<file path="config.mk">
export PLATFORM = sky130hd
export DESIGN_NAME = raw_stream_prefetch
export DESIGN_NICKNAME = d
export VERILOG_FILES = /design/src/rtl/raw_stream_prefetch.sv
export SDC_FILE = /design/constraint.sdc
export NUM_CORES = 1
export LEC_CHECK = 0
export ABC_AREA = 1
export CAP_MARGIN = 10
export CORE_ASPECT_RATIO = 1.25
export CORE_UTILIZATION = 59
export CTS_CLUSTER_DIAMETER = 80
export CTS_CLUSTER_SIZE = 8
export DETAILED_ROUTE_END_ITERATION = 12
export GPL_ROUTABILITY_DRIVEN = 0
export PLACE_DENSITY = 0.95
export SYNTH_ARGS = -nofsm -noshare
export SYNTH_HDL_FRONTEND = slang
export SYNTH_SLANG_ARGS = --single-unit
</file>
<file path="constraint.sdc">
create_clock -name clock_i -period 6.5 [get_ports clock_i]
set_input_delay 0.975 -clock clock_i [delete_from_list [all_inputs] [get_ports clock_i]]
set_output_delay 0.975 -clock clock_i [all_outputs]
set_load 0.02 [all_outputs]
</file>
<file path="src/rtl/raw_stream_prefetch.sv">
// rtl/raw_stream_prefetch.sv - MCB read prefetch FIFO feeding the raw-data byte streamer
module raw_stream_prefetch #(
  parameter int AXNUM = 24,
  parameter int ABITS = 21,
  parameter int DLOG  = 2,
  parameter int DELAY = 3
) (
  input  logic             clock_i,
  input  logic             reset_ni,
  input  logic             enable_i,
  input  logic             clear_i,
  input  logic [ABITS-1:0] wr_adr_i,
  input  logic             mcb_rdy_i,
  output logic             mcb_req_o,
  output logic [ABITS-1:0] mcb_adr_o,
  input  logic             mcb_ack_i,
  input  logic [31:0]      mcb_dat_i,
  input  logic             pop_i,
  output logic             valid_o,
  output logic [AXNUM-1:0] dat_o,
  output logic [DLOG:0]    level_o,
  output logic [1:0]       err_o,
  output logic [1:0]       state_o
);

  localparam int DEPTH = 2**DLOG;
  localparam logic [DLOG:0] DEPTH_L = (DLOG+1)'(DEPTH);
  // Register delay only matters to behavioural models of this block.
  localparam int unused_delay = DELAY;

  typedef enum logic [1:0] {
    ST_IDLE  = 2'd0,
    ST_RUN   = 2'd1,
    ST_DRAIN = 2'd2
  } state_t;

  state_t           state;
  logic [ABITS-1:0] rd_adr;
  logic [DLOG:0]    outstanding;
  logic [DLOG:0]    level;
  logic [DLOG-1:0]  wr_ptr;
  logic [DLOG-1:0]  rd_ptr;
  logic [AXNUM-1:0] mem [DEPTH];

  logic issue;
  logic ack_take;
  logic ack_write;
  logic stray_ack;
  logic pop_take;
  logic underrun;
  logic to_idle;
  logic unused_dat;

  assign unused_dat = ^mcb_dat_i[31:AXNUM];

  // Requests stop as soon as enable drops, so nothing new is in flight once
  // the FSM decides between DRAIN and IDLE.
  assign issue = (state == ST_RUN) && enable_i && mcb_rdy_i
              && (({1'b0, level} + {1'b0, outstanding}) < {1'b0, DEPTH_L})
              && (rd_adr != wr_adr_i);

  assign ack_take  = mcb_ack_i && (outstanding != '0);
  assign ack_write = ack_take && (state == ST_RUN);
  assign stray_ack = mcb_ack_i && (outstanding == '0);
  assign pop_take  = pop_i && (level != '0);
  assign underrun  = pop_i && (level == '0);
  assign to_idle   = ((state == ST_RUN) && !enable_i && (outstanding == '0))
                  || ((state == ST_DRAIN) && (outstanding == '0));

  assign valid_o = (level != '0);
  assign dat_o   = mem[rd_ptr];
  assign level_o = level;
  assign state_o = state;

  // Control FSM: RUN while streaming, DRAIN to swallow in-flight reads after disable.
  always_ff @(posedge clock_i or negedge reset_ni) begin
    if (!reset_ni) begin
      state <= ST_IDLE;
    end else begin
      case (state)
        ST_IDLE:  if (enable_i) state <= ST_RUN;
        ST_RUN:   if (!enable_i) state <= (outstanding != '0) ? ST_DRAIN : ST_IDLE;
        ST_DRAIN: if (outstanding == '0) state <= ST_IDLE;
        default:  state <= ST_IDLE;
      endcase
    end
  end

  // Read request strobe, sequential read address and in-flight credit count.
  always_ff @(posedge clock_i or negedge reset_ni) begin
    if (!reset_ni) begin
      mcb_req_o   <= 1'b0;
      mcb_adr_o   <= '0;
      rd_adr      <= '0;
      outstanding <= '0;
    end else begin
      mcb_req_o <= issue;
      if (issue) begin
        mcb_adr_o <= rd_adr;
        rd_adr    <= rd_adr + 1'b1;
      end
      case ({issue, ack_take})
        2'b10:   outstanding <= outstanding + 1'b1;
        2'b01:   outstanding <= outstanding - 1'b1;
        default: outstanding <= outstanding;
      endcase
    end
  end

  // FWFT storage: head word is always mem[rd_ptr]; flushed on every return to IDLE.
  always_ff @(posedge clock_i or negedge reset_ni) begin
    if (!reset_ni) begin
      for (int i = 0; i < DEPTH; i++) mem[i] <= '0;
      wr_ptr <= '0;
      rd_ptr <= '0;
      level  <= '0;
    end else if (to_idle) begin
      wr_ptr <= '0;
      rd_ptr <= '0;
      level  <= '0;
    end else begin
      if (ack_write) begin
        mem[wr_ptr] <= mcb_dat_i[AXNUM-1:0];
        wr_ptr      <= wr_ptr + 1'b1;
      end
      if (pop_take) rd_ptr <= rd_ptr + 1'b1;
      case ({ack_write, pop_take})
        2'b10:   level <= level + 1'b1;
        2'b01:   level <= level - 1'b1;
        default: level <= level;
      endcase
    end
  end

  // Sticky error flags; a fresh event wins over a coincident clear.
  always_ff @(posedge clock_i or negedge reset_ni) begin
    if (!reset_ni) begin
      err_o <= 2'b00;
    end else begin
      err_o[0] <= underrun  | (err_o[0] & ~clear_i);
      err_o[1] <= stray_ack | (err_o[1] & ~clear_i);
    end
  end

  // An ack landing in a full FIFO means the credit accounting broke.
  assert property (@(posedge clock_i) disable iff (!reset_ni)
                   !(ack_write && (level == DEPTH_L)));

endmodule

</file>
## After elaboration in Yosys (flattened, before gate mapping)

Index checks and enable logic that the tools add are counted.

- Flip-flop bits (word level): 153
- Input port bits: 60
- Output and inout bits: 54
- Logic and storage cells: 87

- Add/sub/neg operators: 8
- $lt $le $gt $ge: 4
- Eq/ne operators: 10
- Muxes and demuxes: 18
- Bitwise logic cells: 8
- Reduce and logical (&&, ||, !) cells: 26

Operators by type and width:

| kind | count |
|---|---|
| $bwmux 96 | 1 |
| $mux 24 | 3 |
| $bmux 24 s2 | 1 |
| $demux 24 s2 | 1 |
| $add 21x1->21 const B | 1 |
| $ne 21x21->1 | 1 |
| $mux 2 | 8 |
| $logic_and 1x1->1 | 13 |
| $pmux 3 s2 | 2 |
| $reduce_bool 3->1 | 3 |
| $add 3x1->3 const B | 2 |
| $eq 2x1->1 const B | 3 |
| $eq 2x2->1 const B | 3 |
| $ge 3x3->1 const B | 2 |
| $logic_not 3->1 | 2 |
| $ne 2x2->1 const B | 3 |
| $not 2->3 | 2 |
| $pmux 2 s3 | 1 |
| $reduce_bool 2->1 | 3 |
| $sub 3x1->3 const B | 2 |
| $add 2x1->2 const B | 2 |
| $add 3x3->4 | 1 |
| $lt 4x3->1 const B | 1 |
| $lt 3x1->1 const B | 1 |
| other kinds (9) | 12 |

## Depth between registers and ports, before layout

Gate-level depths: netlist (run 1).

- Word-level depth: 7
- Depth in mapped cells: 15
- Gate-level depth less buffers: 14

## Worst setup path before layout (run 1)

Ideal clock, no wire load.

- Path kind: in2reg
- Start: input port wr_adr_i[10]
- End: register outstanding[2]
- Setup time: 0.124 ns
- Arrival time: 2.484 ns
- Data required time: 6.376 ns
- Path slack: 3.892 ns
- Stages on the path: 13
- Path buffers: 0
- Cells stage by stage: nor2_1 > nor2_1 > nor2_1 > nand2_1 > nor2_1 > nand3_2 > nand2_1 > ha_1 > inv_1 > fa_1 > a21oi_1 > o21ai_0 > xnor2_1

- Longest elaborated chain between the ends: 4
- Elaborated cells on any way between the ends: 6
- Those cells by class: eq/ne (3); mux (1); reduce/logical (2)

RTL lines:

| element | RTL line | source |
|---|---|---|
| start, declared | 12 | `input logic [ABITS-1:0] wr_adr_i,` |
| $ne 21x21->1 * | 60 | `&& (rd_adr != wr_adr_i);` |
| $logic_and 1x1->1 * | 60 |  |
| $eq 2x1->1 / $eq 2x2->1 (equally long branches) | 102 | `case ({issue, ack_take})` |
| $pmux 3 s2 / $reduce_bool 2->1 (equally long branches) | -- |  |
| end signal, assigned | 103 | `2'b10: outstanding <= outstanding + 1'b1;` |
| end signal, assigned | 104 | `2'b01: outstanding <= outstanding - 1'b1;` |
| end signal, assigned | 105 | `default: outstanding <= outstanding;` |
| end, declared | 39 | `logic [DLOG:0] outstanding;` |

Mark *: on every way between the ends. The rest lies on a longest branch, timed or not.
A chain may end at the register's enable or synchronous reset.

## Final worst setup path (run 1)

- Start: register rd_ptr[1]
- End: output port dat_o[20]

- Longest elaborated chain between the ends: 4

RTL lines:

| element | RTL line | source |
|---|---|---|
| start, declared | 42 | `logic [DLOG-1:0] rd_ptr;` |
| start signal, assigned | 126 | `if (pop_take) rd_ptr <= rd_ptr + 1'b1;` |
| $not 2->3 (implied by the code) | 71 | `assign dat_o = mem[rd_ptr];` |
| $bmux 24 s2 | 71 |  |
| $mux 24 (implied by the code) (2 in a row) | 71 |  |
| end, declared | 20 | `output logic [AXNUM-1:0] dat_o,` |

No other way between the ends. The select of a mux whose other input is x is not followed.

==> impl_metrics.xml, run 1 <==
<?xml version="1.0" encoding="UTF-8"?>
<metrics>
  <group name="clocking">
    <metric name="cts.htree.levels" unit="">4</metric>
    <metric name="clock_transition_at_the_registers_of_the_reported_paths" unit="ps">70</metric>
    <metric name="post_cts_hold_buffer_count" unit="">0</metric>
    <metric name="clock_latency" unit="ps">410</metric>
    <metric name="cts_num_sinks" unit="">153</metric>
    <metric name="ctsRootBufferMaster" unit="">sky130_fd_sc_hd__clkbuf_16</metric>
    <metric name="cts_inserted_buffers" unit="">17</metric>
    <metric name="max-clock-path-buffers" unit="">2</metric>
    <metric name="tritoncts" unit="">built</metric>
    <metric name="post_cts.resized_instances" unit="">0</metric>
    <metric name="cts_post_setup_buffers_inserted" unit="">0</metric>
  </group>
  <group name="timing">
    <metric name="setup_viol" unit="">0</metric>
    <metric name="period_minus_slack" unit="ps">4050</metric>
    <metric name="actual_transition_at_the_worst_max_transition_pin" unit="ps">947</metric>
    <metric name="rsz0062_at_grt" unit="">false</metric>
    <metric name="fin_skew" unit="ps">10.5</metric>
    <metric name="timing_hold_violations_final" unit="">0</metric>
    <metric name="final_max_slew_viol_count" unit="">0</metric>
    <metric name="layout_worst_path_cycle_share" unit="%">62.3</metric>
    <metric name="fmax" unit="GHz">0.247</metric>
    <metric name="timing.setup.tns" unit="ps">0</metric>
    <metric name="setup_slack" unit="ps">2450</metric>
    <metric name="relSlewSlack" unit="%">36.8</metric>
  </group>
  <group name="grt">
    <metric name="grt_antenna_before_repair" unit="">0</metric>
    <metric name="grt_use_total" unit="%">29.1</metric>
    <metric name="grt_pass1_wl" unit="mm">29.9</metric>
    <metric name="grt_overflow" unit="">0</metric>
    <metric name="maximum_number_of_pins_on_one_net_before_global_route_repair" unit="">83</metric>
    <metric name="first_global_vias" unit="">6526</metric>
  </group>
  <group name="floorplan">
    <metric name="fp.dieArea" unit="sq um">13300</metric>
    <metric name="initial_utilization" unit="%">61.3</metric>
    <metric name="die-height" unit="microns">129</metric>
    <metric name="rows" unit="">45</metric>
    <metric name="placeableCoreArea" unit="sq um">12300</metric>
    <metric name="die_width" unit="microns">103</metric>
    <metric name="io_pins" unit="">114</metric>
  </group>
  <group name="detailed_routing">
    <metric name="postRouteAntennaNets" unit="">0</metric>
    <metric name="detail_route.wl_per_cell" unit="microns">14.9</metric>
    <metric name="detail_route.drc_violations" unit="">0</metric>
    <metric name="detailroute.wirelength.met2" unit="mm">9.80</metric>
    <metric name="routed_via_density" unit="">5.59</metric>
    <metric name="drt-met1-wl" unit="mm">6.94</metric>
    <metric name="wl_met3" unit="mm">1.19</metric>
    <metric name="drtIter0Drc" unit="">364</metric>
    <metric name="detail_route.wirelength" unit="mm">18.4</metric>
    <metric name="route.top_layer_used" unit="">met4</metric>
    <metric name="dr_total_vias" unit="">6878</metric>
    <metric name="number_of_iterations_in_the_first_detailed_routing_pass" unit="">5</metric>
  </group>
  <group name="critical_path">
    <metric name="crit_required" unit="ps">5520</metric>
    <metric name="cp_startpoint_kind" unit="">flop</metric>
    <metric name="maximum_fanout_along_the_worst_path" unit="">26</metric>
    <metric name="worstReg2RegStart" unit="">rd_adr[8]</metric>
    <metric name="timing_worst_setup_path_type" unit="">flop to primary output</metric>
    <metric name="worstRegToRegCells" unit="">15</metric>
    <metric name="kind_of_capture_point_of_the_worst_setup_path" unit="">primary output</metric>
    <metric name="timing.rr.end" unit="">outstanding[2]</metric>
    <metric name="worst-endpoint-arrival" unit="ps">3080</metric>
    <metric name="setup.reg_to_reg.worst_slack" unit="ps">3440</metric>
  </group>
  <group name="final_layout">
    <metric name="post_route_cells_drive_above_1_share" unit="%">4.97</metric>
    <metric name="nets" unit="">1123</metric>
    <metric name="final_cell_count_no_fill" unit="">1230</metric>
    <metric name="diodes" unit="">0</metric>
    <metric name="layout-area-overhead-vs-synth" unit="%">22.2</metric>
  </group>
  <group name="synthesis">
    <metric name="post_synth_xor_area_fraction" unit="%">2.43</metric>
    <metric name="async_set_or_reset_register_ratio_after_synthesis" unit="%">100</metric>
    <metric name="synth_area_leader_cell" unit="">sky130_fd_sc_hd__dfrtp_1</metric>
    <metric name="dominant_combinational_cell_family_by_area_after_synthesis" unit="">simple AND/OR/NAND/NOR gates</metric>
    <metric name="netlist_top_cells_area" unit="">sky130_fd_sc_hd__dfrtp_1, sky130_fd_sc_hd__nand2_1, sky130_fd_sc_hd__o21ai_0</metric>
    <metric name="netlist_top_cells_count" unit="">sky130_fd_sc_hd__nand2_1, sky130_fd_sc_hd__dfrtp_1, sky130_fd_sc_hd__o21ai_0, sky130_fd_sc_hd__nor2_1, sky130_fd_sc_hd__inv_1</metric>
    <metric name="synth.net_count" unit="">1047</metric>
    <metric name="syn_area_per_cell" unit="sq um">7.74</metric>
    <metric name="synth_compound_gate_area_share" unit="%">12.6</metric>
    <metric name="number_of_enable_flip_flop_cells_after_synthesis" unit="">0</metric>
    <metric name="synth-main-ff-cell" unit="">sky130_fd_sc_hd__dfrtp_1</metric>
    <metric name="post_synth_instance_area" unit="sq um">7560</metric>
    <metric name="syn_inst" unit="">977</metric>
    <metric name="yosys.area.top_type_share" unit="%">50.6</metric>
    <metric name="yosys.area_share.simple" unit="%">24.6</metric>
    <metric name="post_synth_fa_ha_maj_area_fraction" unit="%">1.85</metric>
    <metric name="yosys.cell_count.top_type" unit="">sky130_fd_sc_hd__nand2_1</metric>
    <metric name="synth_mux_area_share" unit="%">0</metric>
    <metric name="ys_warn_count" unit="">0</metric>
    <metric name="post_synth_num_cell_types" unit="">27</metric>
    <metric name="synth_seq_cells" unit="">153</metric>
    <metric name="synth_seq_area_share" unit="%">50.6</metric>
  </group>
  <group name="place">
    <metric name="place.port_buffers" unit="">105</metric>
    <metric name="place_ws" unit="ps">2540</metric>
    <metric name="hpwl_after_detailed_placement" unit="mm">11.7</metric>
    <metric name="placed_cells_incl_taps" unit="">1198</metric>
  </group>
  <group name="power">
    <metric name="power_frac_seq" unit="%">36.3</metric>
    <metric name="intPower" unit="mW">2.55</metric>
    <metric name="largest_vdd_supply_drop" unit="mV">0.218</metric>
    <metric name="power.net_switching" unit="mW">1.55</metric>
    <metric name="power.density" unit="nW/um^2">445</metric>
    <metric name="p_leak" unit="nW">4.49</metric>
    <metric name="netSwitchingFraction" unit="%">37.8</metric>
    <metric name="clkPwrFrac" unit="%">24.7</metric>
    <metric name="pwr-share-comb" unit="%">38.9</metric>
  </group>
  <group name="min_path">
    <metric name="timing.hold.worst.class" unit="">flop to flop</metric>
    <metric name="timing.hold.worst_endpoint" unit="">mcb_adr_o[15]</metric>
    <metric name="hp-start" unit="">mcb_adr_o[15]</metric>
    <metric name="holdPathStages" unit="">2</metric>
  </group>
  <group name="job">
    <metric name="maxCapViolCount" unit="">0</metric>
  </group>
  <group name="run_status">
    <metric name="outcome" unit="">finished, final reports clean</metric>
  </group>
</metrics>
## kinds of logic (layout without fill, tap and decap cells)
group / after synthesis / in the layout
buffers and inverters: 145 / 234
XOR/XNOR: 21 / 21
AO/OA/AOI/OAI: 183 / 183
flip-flops: 153 / 153
adder cells (fa/ha/maj): 10 / 10
AND/OR/NAND/NOR: 465 / 465
## per-stage QoR
step           instance area (sq um)  util [%]  total power, mW  hold WS (ps)
2_1_floorplan                   7560         -             2.45           448
3_5_place_dp                    8620      69.9             3.08           451
5_1_grt                         9240      74.9             4.37           495
4_1_cts                         9240      74.9             4.12           476
3_3_place_gp                    8620      69.9             3.00           452
6_report                        9240      74.9             4.11           472
## critical path, cell delays in order, from the launching register on
cell and delay [ps]:
sky130_fd_sc_hd__dfrtp_1 720, sky130_fd_sc_hd__inv_1 800, sky130_fd_sc_hd__o21ai_0 240, sky130_fd_sc_hd__o22ai_1 240
sky130_fd_sc_hd__clkdlybuf4s50_1 660
## worst max path at each step
stage | start | end | slack [ps] | cells after the start
after global placement | wr_adr_i[17] | outstanding[2] | 2580 | 16
after CTS | rd_ptr[1] | dat_o[20] | 2480 | 4
after floorplan | wr_adr_i[10] | outstanding[2] | 3890 | 13
after detailed placement | wr_adr_i[17] | outstanding[2] | 2540 | 16
final | rd_ptr[1] | dat_o[20] | 2450 | 4
after global routing | rd_ptr[1] | dat_o[20] | 2310 | 4
## registers in the layout, indices dropped and copies added, names as in the netlist
name / flops
mem: 96
mcb_adr_o: 21
rd_adr: 21
level_o: 3
outstanding: 3
err_o: 2
rd_ptr: 2
state_o: 2
wr_ptr: 2
mcb_req_o: 1
## power by group through the flow
stage | sequential (mW) | combinational [mW] | clock, mW
finish | 1.49 | 1.60 | 1.02
global route | 1.53 | 1.77 | 1.07
CTS | 1.49 | 1.61 | 1.02
detailed placement | 1.50 | 1.58 | 0
global placement | 1.48 | 1.52 | 0
floorplan | 1.45 | 0.993 | 0
## placed cells by master (no fill, tap or decap), types with 2 or more instances in the layout
cell	instances
sky130_fd_sc_hd__ha_1	8
sky130_fd_sc_hd__nand3_1	55
sky130_fd_sc_hd__clkinvlp_4	5
sky130_fd_sc_hd__clkinv_4	2
sky130_fd_sc_hd__nand2_1	304
sky130_fd_sc_hd__nor2_1	96
sky130_fd_sc_hd__a21oi_1	4
sky130_fd_sc_hd__xor2_1	15
sky130_fd_sc_hd__o22ai_1	26
sky130_fd_sc_hd__inv_1	82
sky130_fd_sc_hd__clkdlybuf4s50_1	104
sky130_fd_sc_hd__fa_1	2
sky130_fd_sc_hd__xnor2_1	6
sky130_fd_sc_hd__nand3b_1	2
sky130_fd_sc_hd__bufinv_16	3
sky130_fd_sc_hd__clkbuf_16	17
sky130_fd_sc_hd__dfrtp_1	153
sky130_fd_sc_hd__o21ai_1	7
sky130_fd_sc_hd__inv_2	6
sky130_fd_sc_hd__o21ai_0	145
sky130_fd_sc_hd__buf_4	9
## metal layers
layer,vias to the layer above,track usage (%)
met5,-,0
met4,0,12.6
met3,51,6.25
met2,288,51.5
met1,3281,33.7
li1,3258,-
## area by class of cell
cell class	instances	area, sq um
well taps	164	205
clock inverters	13	170
clock buffers	19	443
inverters	88	330
fillers	846	3090
multi-input cells	679	3140
flip-flops and latches	153	3830
repair buffers	114	1120
No activity file was read; power rests on OpenSTA's default activity.
==> run 2: changes to the inputs <==
CORE_UTILIZATION = 55   (was 59)
PLACE_DENSITY = 0.91   (was 0.95)
clock period = 3.9 ns   (was 6.5 ns; I/O delays follow)
==> run 2 against run 1 <==
Compared with the run above: total power up 63%; via count down 1.8%; design area decreased by 0.18%; flip-flop and latch count unchanged; final cell count rose by 0.98%; critical endpoint is now dat_o[17]; largest power group unchanged; highest routed layer unchanged.
==> impl_metrics.xml, run 2 (synthesis results as in run 1) <==
<?xml version="1.0" encoding="UTF-8"?>
<metrics>
  <group name="run_status">
    <metric name="outcome" unit="">finished, final reports clean</metric>
  </group>
  <group name="power">
    <metric name="pwr-share-comb" unit="%">40.5</metric>
    <metric name="p_leak" unit="nW">4.50</metric>
    <metric name="power.net_switching" unit="mW">2.55</metric>
    <metric name="largest_vdd_supply_drop" unit="mV">0.454</metric>
    <metric name="netSwitchingFraction" unit="%">38.2</metric>
    <metric name="intPower" unit="mW">4.12</metric>
    <metric name="clkPwrFrac" unit="%">22.8</metric>
    <metric name="power_frac_seq" unit="%">36.6</metric>
    <metric name="power.density" unit="nW/um^2">724</metric>
  </group>
  <group name="critical_path">
    <metric name="crit_path_max_incr_delay" unit="ps">650</metric>
    <metric name="crit_chain" unit="">inv_1 -&gt; buf_4 -&gt; o21ai_0 -&gt; o22ai_1 -&gt; clkdlybuf4s50_1</metric>
    <metric name="crit_path_top_delay_cell" unit="">sky130_fd_sc_hd__clkdlybuf4s50_1</metric>
    <metric name="timing.rr.end" unit="">outstanding[1]</metric>
    <metric name="crit_required" unit="ps">3310</metric>
    <metric name="worstRegToRegCells" unit="">10</metric>
    <metric name="worstReg2RegStart" unit="">level_o[2]</metric>
    <metric name="setup.reg_to_reg.worst_slack" unit="ps">1350</metric>
    <metric name="timing_worst_setup_path_type" unit="">flop to primary output</metric>
    <metric name="worstSetupEndpoint" unit="">dat_o[17]</metric>
    <metric name="maximum_fanout_along_the_worst_path" unit="">25</metric>
    <metric name="worst-endpoint-arrival" unit="ps">2650</metric>
    <metric name="kind_of_capture_point_of_the_worst_setup_path" unit="">primary output</metric>
    <metric name="cp_startpoint_kind" unit="">flop</metric>
    <metric name="crit_path_start" unit="">rd_ptr[0]</metric>
  </group>
  <group name="clocking">
    <metric name="post_cts.resized_instances" unit="">0</metric>
    <metric name="cts_num_sinks" unit="">153</metric>
    <metric name="clock_transition_at_the_registers_of_the_reported_paths" unit="ps">60</metric>
    <metric name="post_cts_hold_buffer_count" unit="">0</metric>
    <metric name="max-clock-path-buffers" unit="">2</metric>
    <metric name="ctsRootBufferMaster" unit="">sky130_fd_sc_hd__clkbuf_16</metric>
    <metric name="clock_latency" unit="ps">420</metric>
    <metric name="cts_inserted_buffers" unit="">17</metric>
    <metric name="cts.htree.levels" unit="">4</metric>
    <metric name="tritoncts" unit="">built</metric>
    <metric name="cts_post_setup_buffers_inserted" unit="">0</metric>
  </group>
  <group name="detailed_routing">
    <metric name="routed_via_density" unit="">5.44</metric>
    <metric name="number_of_iterations_in_the_first_detailed_routing_pass" unit="">5</metric>
    <metric name="dr_total_vias" unit="">6751</metric>
    <metric name="postRouteAntennaNets" unit="">0</metric>
    <metric name="detail_route.wirelength" unit="mm">18.1</metric>
    <metric name="detail_route.drc_violations" unit="">0</metric>
    <metric name="drtIter0Drc" unit="">348</metric>
    <metric name="detail_route.wl_per_cell" unit="microns">14.5</metric>
  </group>
  <group name="place">
    <metric name="place.port_buffers" unit="">105</metric>
    <metric name="placed_cells_incl_taps" unit="">1210</metric>
    <metric name="hpwl_after_detailed_placement" unit="mm">11.5</metric>
  </group>
  <group name="floorplan">
    <metric name="die_width" unit="microns">107</metric>
    <metric name="placeableCoreArea" unit="sq um">13300</metric>
    <metric name="initial_utilization" unit="%">56.7</metric>
    <metric name="io_pins" unit="">114</metric>
    <metric name="die-height" unit="microns">133</metric>
    <metric name="fp.dieArea" unit="sq um">14200</metric>
    <metric name="rows" unit="">47</metric>
  </group>
  <group name="timing">
    <metric name="fin_skew" unit="ps">8.77</metric>
    <metric name="setup_viol" unit="">0</metric>
    <metric name="actual_transition_at_the_worst_max_transition_pin" unit="ps">879</metric>
    <metric name="relSlewSlack" unit="%">41.4</metric>
    <metric name="final_max_slew_viol_count" unit="">0</metric>
    <metric name="rsz0062_at_grt" unit="">false</metric>
    <metric name="period_minus_slack" unit="ps">3240</metric>
    <metric name="layout_worst_path_cycle_share" unit="%">83.0</metric>
    <metric name="fmax" unit="GHz">0.309</metric>
    <metric name="timing.setup.tns" unit="ps">0</metric>
    <metric name="timing_hold_violations_final" unit="">0</metric>
  </group>
  <group name="grt">
    <metric name="grt_use_total" unit="%">27.7</metric>
    <metric name="first_global_vias" unit="">6581</metric>
    <metric name="grt_util_met2" unit="%">47.3</metric>
    <metric name="use_met3" unit="%">6.41</metric>
    <metric name="grt_antenna_before_repair" unit="">0</metric>
    <metric name="grt_pass1_wl" unit="mm">30.8</metric>
    <metric name="grt_overflow" unit="">0</metric>
    <metric name="globalRouteMet1Util" unit="%">33.0</metric>
    <metric name="maximum_number_of_pins_on_one_net_before_global_route_repair" unit="">98</metric>
    <metric name="busiest_layer" unit="">met2</metric>
  </group>
  <group name="final_layout">
    <metric name="final_common_cell" unit="">sky130_fd_sc_hd__nand2_1</metric>
    <metric name="diodes" unit="">0</metric>
    <metric name="nets" unit="">1128</metric>
    <metric name="regMostFlops" unit="">mem</metric>
    <metric name="commonest_non_fill_non_tap_cells_in_the_layout" unit="">sky130_fd_sc_hd__nand2_1, sky130_fd_sc_hd__dfrtp_1, sky130_fd_sc_hd__o21ai_0, sky130_fd_sc_hd__clkdlybuf4s50_1, sky130_fd_sc_hd__nor2_1</metric>
    <metric name="largest_reg_flops" unit="">96</metric>
    <metric name="post_route_cells_drive_above_1_share" unit="%">5.23</metric>
    <metric name="fillerInstances" unit="">1040</metric>
    <metric name="largest_registers" unit="">mem (96), mcb_adr_o (21), rd_adr (21)</metric>
    <metric name="final_cell_count_no_fill" unit="">1242</metric>
    <metric name="layout-area-overhead-vs-synth" unit="%">21.9</metric>
  </group>
  <group name="job">
    <metric name="maxCapViolCount" unit="">0</metric>
  </group>
  <group name="min_path">
    <metric name="timing.hold.worst.class" unit="">input pin to async pin</metric>
  </group>
</metrics>
-- run 2: cell count changes in the layout (fill, tap and decap cells not counted) --
| cell | change |
|---|---|
| sky130_fd_sc_hd__buf_4 | +5 |
| sky130_fd_sc_hd__bufinv_16 | -3 |
| sky130_fd_sc_hd__clkbuf_1 | +1 |
| sky130_fd_sc_hd__clkbuf_8 | +3 |
| sky130_fd_sc_hd__clkinv_2 | +2 |
| sky130_fd_sc_hd__clkinvlp_4 | -3 |
| sky130_fd_sc_hd__inv_6 | +1 |
| sky130_fd_sc_hd__inv_8 | -1 |
| sky130_fd_sc_hd__nor2_1 | +1 |
| sky130_fd_sc_hd__nor2_2 | -1 |
-- run 2: worst min path at each step --
stage                     to  slack [ps]
4_1_cts              mem[50]         280
2_1_floorplan       err_o[0]         290
3_3_place_gp      state_o[0]         450
3_5_place_dp   mcb_adr_o[10]         460
5_1_grt              mem[74]         310
6_report              mem[2]         230
-- run 2: power by group through the flow --
stage	sequential (mW)	clock [mW]	combinational (mW)
floorplan	2.42	0	1.65
global placement	2.43	0	2.59
detailed placement	2.46	0	2.68
CTS	2.44	1.54	2.71
global route	2.50	1.60	3.02
finish	2.45	1.52	2.71
-- run 2: final cells by class --
class                      count  area (sq um)  area share (%)
timing repair buffer         119          1160            12.6
tap                          171           214            2.32
sequential                   153          3830            41.5
multi-input combinational    679          3140            34.0
clock inverter                 9          65.1           0.706
inverter                      88           330            3.58
clock buffer                  23           488            5.29
-- run 2: routing by layer --
metal  vias up  share of wire, %
met2       243                52
met1      3204                40
met4         0               2.3
met3        37               6.0
li1       3267                 -
met5         -                 0
-- run 2: per-stage QoR --
stage / hold slack, ps / util, % / area [sq um] / total power, mW / worst slack, ps
2_1_floorplan: 289 / - / 7560 / 4.08 / 1510
3_3_place_gp: 449 / 64.9 / 8670 / 5.03 / 1040
3_5_place_dp: 459 / 64.9 / 8670 / 5.14 / 983
4_1_cts: 277 / 69.1 / 9220 / 6.69 / 668
5_1_grt: 308 / 69.1 / 9220 / 7.13 / 520
6_report: 228 / 69.1 / 9220 / 6.68 / 665
-- run 2: worst max-delay path: cells and delay by family (launching register included) --
kind	cells	cell delay, ps
compound gates	2	320
buf+inv	3	1530
flops	1	370
==> run 3: changes to the inputs <==
CORE_UTILIZATION = 49   (was 55)
PLACE_DENSITY = 0.86   (was 0.91)
clock period = 2.9 ns   (was 3.9 ns; I/O delays follow)
==> run 3 against run 2 <==
Compared with the run above: flip-flop and latch count did not move; sequential power increased by 34%; routed wire length fell by 2.8%; sequential share of layout area is 0.36 points lower; clock power increased by 37%; utilization shrank 7.1 points; hold slack improved by 240 ps; clock skew rose by 2.8 ps; total power grew 35%; die area up 12%; combinational power increased by 34%.
==> impl_metrics.xml, run 3 (synthesis results as in run 1) <==
<?xml version="1.0" encoding="UTF-8"?>
<metrics>
  <group name="run_status">
    <metric name="outcome" unit="">finished, final reports clean</metric>
  </group>
  <group name="grt">
    <metric name="maximum_number_of_pins_on_one_net_before_global_route_repair" unit="">71</metric>
    <metric name="grt_pass1_wl" unit="mm">29.9</metric>
    <metric name="grt_antenna_before_repair" unit="">0</metric>
    <metric name="grt_use_total" unit="%">23.6</metric>
    <metric name="grt_overflow" unit="">0</metric>
    <metric name="first_global_vias" unit="">6362</metric>
  </group>
  <group name="final_layout">
    <metric name="largest_reg_flops" unit="">96</metric>
    <metric name="final_common_cell" unit="">sky130_fd_sc_hd__nand2_1</metric>
    <metric name="nets" unit="">1131</metric>
    <metric name="multiInputGateArea" unit="sq um">3140</metric>
    <metric name="sequential_area" unit="sq um">3830</metric>
    <metric name="commonest_non_fill_non_tap_cells_in_the_layout" unit="">sky130_fd_sc_hd__nand2_1, sky130_fd_sc_hd__dfrtp_1, sky130_fd_sc_hd__o21ai_0, sky130_fd_sc_hd__clkdlybuf4s50_1, sky130_fd_sc_hd__nor2_1</metric>
    <metric name="layout-area-overhead-vs-synth" unit="%">23.0</metric>
    <metric name="post_route_cells_drive_above_1_share" unit="%">5.22</metric>
    <metric name="regMostFlops" unit="">mem</metric>
    <metric name="final_cell_count_no_fill" unit="">1255</metric>
    <metric name="final_core_util" unit="%">62.0</metric>
    <metric name="fillerInstances" unit="">1303</metric>
    <metric name="largest_registers" unit="">mem (96), mcb_adr_o (21), rd_adr (21)</metric>
    <metric name="diodes" unit="">0</metric>
  </group>
  <group name="timing">
    <metric name="fmax" unit="GHz">0.368</metric>
    <metric name="setup_viol" unit="">0</metric>
    <metric name="actual_transition_at_the_worst_max_transition_pin" unit="ps">502</metric>
    <metric name="fin_skew" unit="ps">11.6</metric>
    <metric name="period_minus_slack" unit="ps">2720</metric>
    <metric name="finalHoldWorstSlack" unit="ps">470</metric>
    <metric name="timing.setup.tns" unit="ps">0</metric>
    <metric name="timing_hold_violations_final" unit="">0</metric>
    <metric name="rsz0062_at_grt" unit="">false</metric>
    <metric name="layout_worst_path_cycle_share" unit="%">93.8</metric>
    <metric name="relSlewSlack" unit="%">66.5</metric>
    <metric name="final_max_slew_viol_count" unit="">0</metric>
  </group>
  <group name="clocking">
    <metric name="ctsRootBufferMaster" unit="">sky130_fd_sc_hd__clkbuf_16</metric>
    <metric name="clock_latency" unit="ps">420</metric>
    <metric name="cts_inserted_buffers" unit="">17</metric>
    <metric name="tritoncts" unit="">built</metric>
    <metric name="cts.htree.levels" unit="">4</metric>
    <metric name="clock_transition_at_the_registers_of_the_reported_paths" unit="ps">60</metric>
    <metric name="cts_num_sinks" unit="">153</metric>
    <metric name="max-clock-path-buffers" unit="">2</metric>
    <metric name="post_cts.resized_instances" unit="">0</metric>
  </group>
  <group name="critical_path">
    <metric name="worstReg2RegStart" unit="">rd_adr[8]</metric>
    <metric name="setup.reg_to_reg.worst_slack" unit="ps">480</metric>
    <metric name="crit_path_start" unit="">rd_ptr[0]</metric>
    <metric name="worst-endpoint-arrival" unit="ps">2290</metric>
    <metric name="cp_startpoint_kind" unit="">flop</metric>
    <metric name="maximum_fanout_along_the_worst_path" unit="">48</metric>
    <metric name="crit_required" unit="ps">2470</metric>
    <metric name="timing.rr.end" unit="">outstanding[2]</metric>
    <metric name="kind_of_capture_point_of_the_worst_setup_path" unit="">primary output</metric>
    <metric name="worstSetupEndpoint" unit="">dat_o[9]</metric>
    <metric name="timing_worst_setup_path_type" unit="">flop to primary output</metric>
    <metric name="worstRegToRegCells" unit="">14</metric>
  </group>
  <group name="job">
    <metric name="maxCapViolCount" unit="">0</metric>
  </group>
  <group name="detailed_routing">
    <metric name="drtIter0Drc" unit="">563</metric>
    <metric name="postRouteAntennaNets" unit="">0</metric>
    <metric name="routed_via_density" unit="">5.28</metric>
    <metric name="dr_total_vias" unit="">6622</metric>
    <metric name="detail_route.wirelength" unit="mm">17.6</metric>
    <metric name="detail_route.drc_violations" unit="">0</metric>
    <metric name="detail_route.wl_per_cell" unit="microns">14.0</metric>
    <metric name="number_of_iterations_in_the_first_detailed_routing_pass" unit="">4</metric>
  </group>
  <group name="power">
    <metric name="largest_vdd_supply_drop" unit="mV">0.394</metric>
    <metric name="power.density" unit="nW/um^2">970</metric>
    <metric name="p_leak" unit="nW">4.52</metric>
  </group>
  <group name="floorplan">
    <metric name="io_pins" unit="">114</metric>
    <metric name="rows" unit="">50</metric>
    <metric name="die_width" unit="microns">113</metric>
    <metric name="placeableCoreArea" unit="sq um">15000</metric>
    <metric name="initial_utilization" unit="%">50.4</metric>
    <metric name="fp.dieArea" unit="sq um">15900</metric>
    <metric name="die-height" unit="microns">141</metric>
  </group>
  <group name="place">
    <metric name="hpwl_after_detailed_placement" unit="mm">11.5</metric>
    <metric name="place.port_buffers" unit="">105</metric>
    <metric name="placed_cells_incl_taps" unit="">1223</metric>
  </group>
  <group name="min_path">
    <metric name="timing.hold.worst.class" unit="">flop to flop</metric>
  </group>
</metrics>
run 3: cell types whose count changed in the layout (fill, tap and decap cells not counted), sizes merged:
cell	previous run	this run
buf	15	17
bufinv	0	1
clkbuf	23	22
clkinv	5	3
clkinvlp	2	3
dlygate4sd3	0	1
run 3: layer usage:
layer  up-vias  part of all wire, %  global-route usage (%)
met1      3101                   43                    29.4
met2       215                   50                    39.7
met3        36                  5.4                    5.50
met5         -                    0                       0
li1       3270                    -                       -
met4         0                  2.1                    9.00
run 3: how the worst min path moves through the flow:
| stage | endpoint | depth (start not counted) | startpoint |
|---|---|---|---|
| 2_1_floorplan | err_o[0] | 0 | reset_ni |
| 3_3_place_gp | mem[73] | 1 | reset_ni |
| 3_5_place_dp | mem[73] | 1 | reset_ni |
| 4_1_cts | mcb_adr_o[16] | 2 | mcb_adr_o[16] |
| 5_1_grt | state_o[0] | 1 | state_o[1] |
| 6_report | mcb_adr_o[11] | 2 | mcb_adr_o[11] |
run 3: cell type report:
type                       count  share of cell area, %
clock inverter                 9                  0.995
multi-input combinational    679                   33.7
tap                          182                   2.45
inverter                      88                   3.55
timing repair buffer         122                   13.1
sequential                   153                   41.2
clock buffer                  22                   4.99
run 3: critical path: stages, from the launching register on:
cell and delay, ps:
sky130_fd_sc_hd__dfrtp_1 370, sky130_fd_sc_hd__inv_1 50, sky130_fd_sc_hd__buf_4 420, sky130_fd_sc_hd__o21ai_0 180, sky130_fd_sc_hd__o22ai_1 180, sky130_fd_sc_hd__clkdlybuf4s50_1 630
run 3: repair_timing:
item / 4_1_cts / 5_1_grt
hold buffers: 1 / 0
buffers inserted: 0 / 0
endpoints found under the hold margin: 51 / 0
run 3: power by group:
part	internal [mW]	switching, mW	total (mW)
clock network	1.23	0.863	2.09
registers	2.84	0.445	3.29
logic	1.55	2.09	3.64
run 3: stage by stage:
stage / power [mW] / setup slack (ps) / instance area, sq um
after floorplan: 5.49 / 513 / 7560
after global placement: 6.81 / 228 / 8730
after detailed placement: 6.95 / 127 / 8730
after CTS: 9.07 / 186 / 9300
after global routing: 9.65 / 40.9 / 9300
final: 9.02 / 180 / 9300
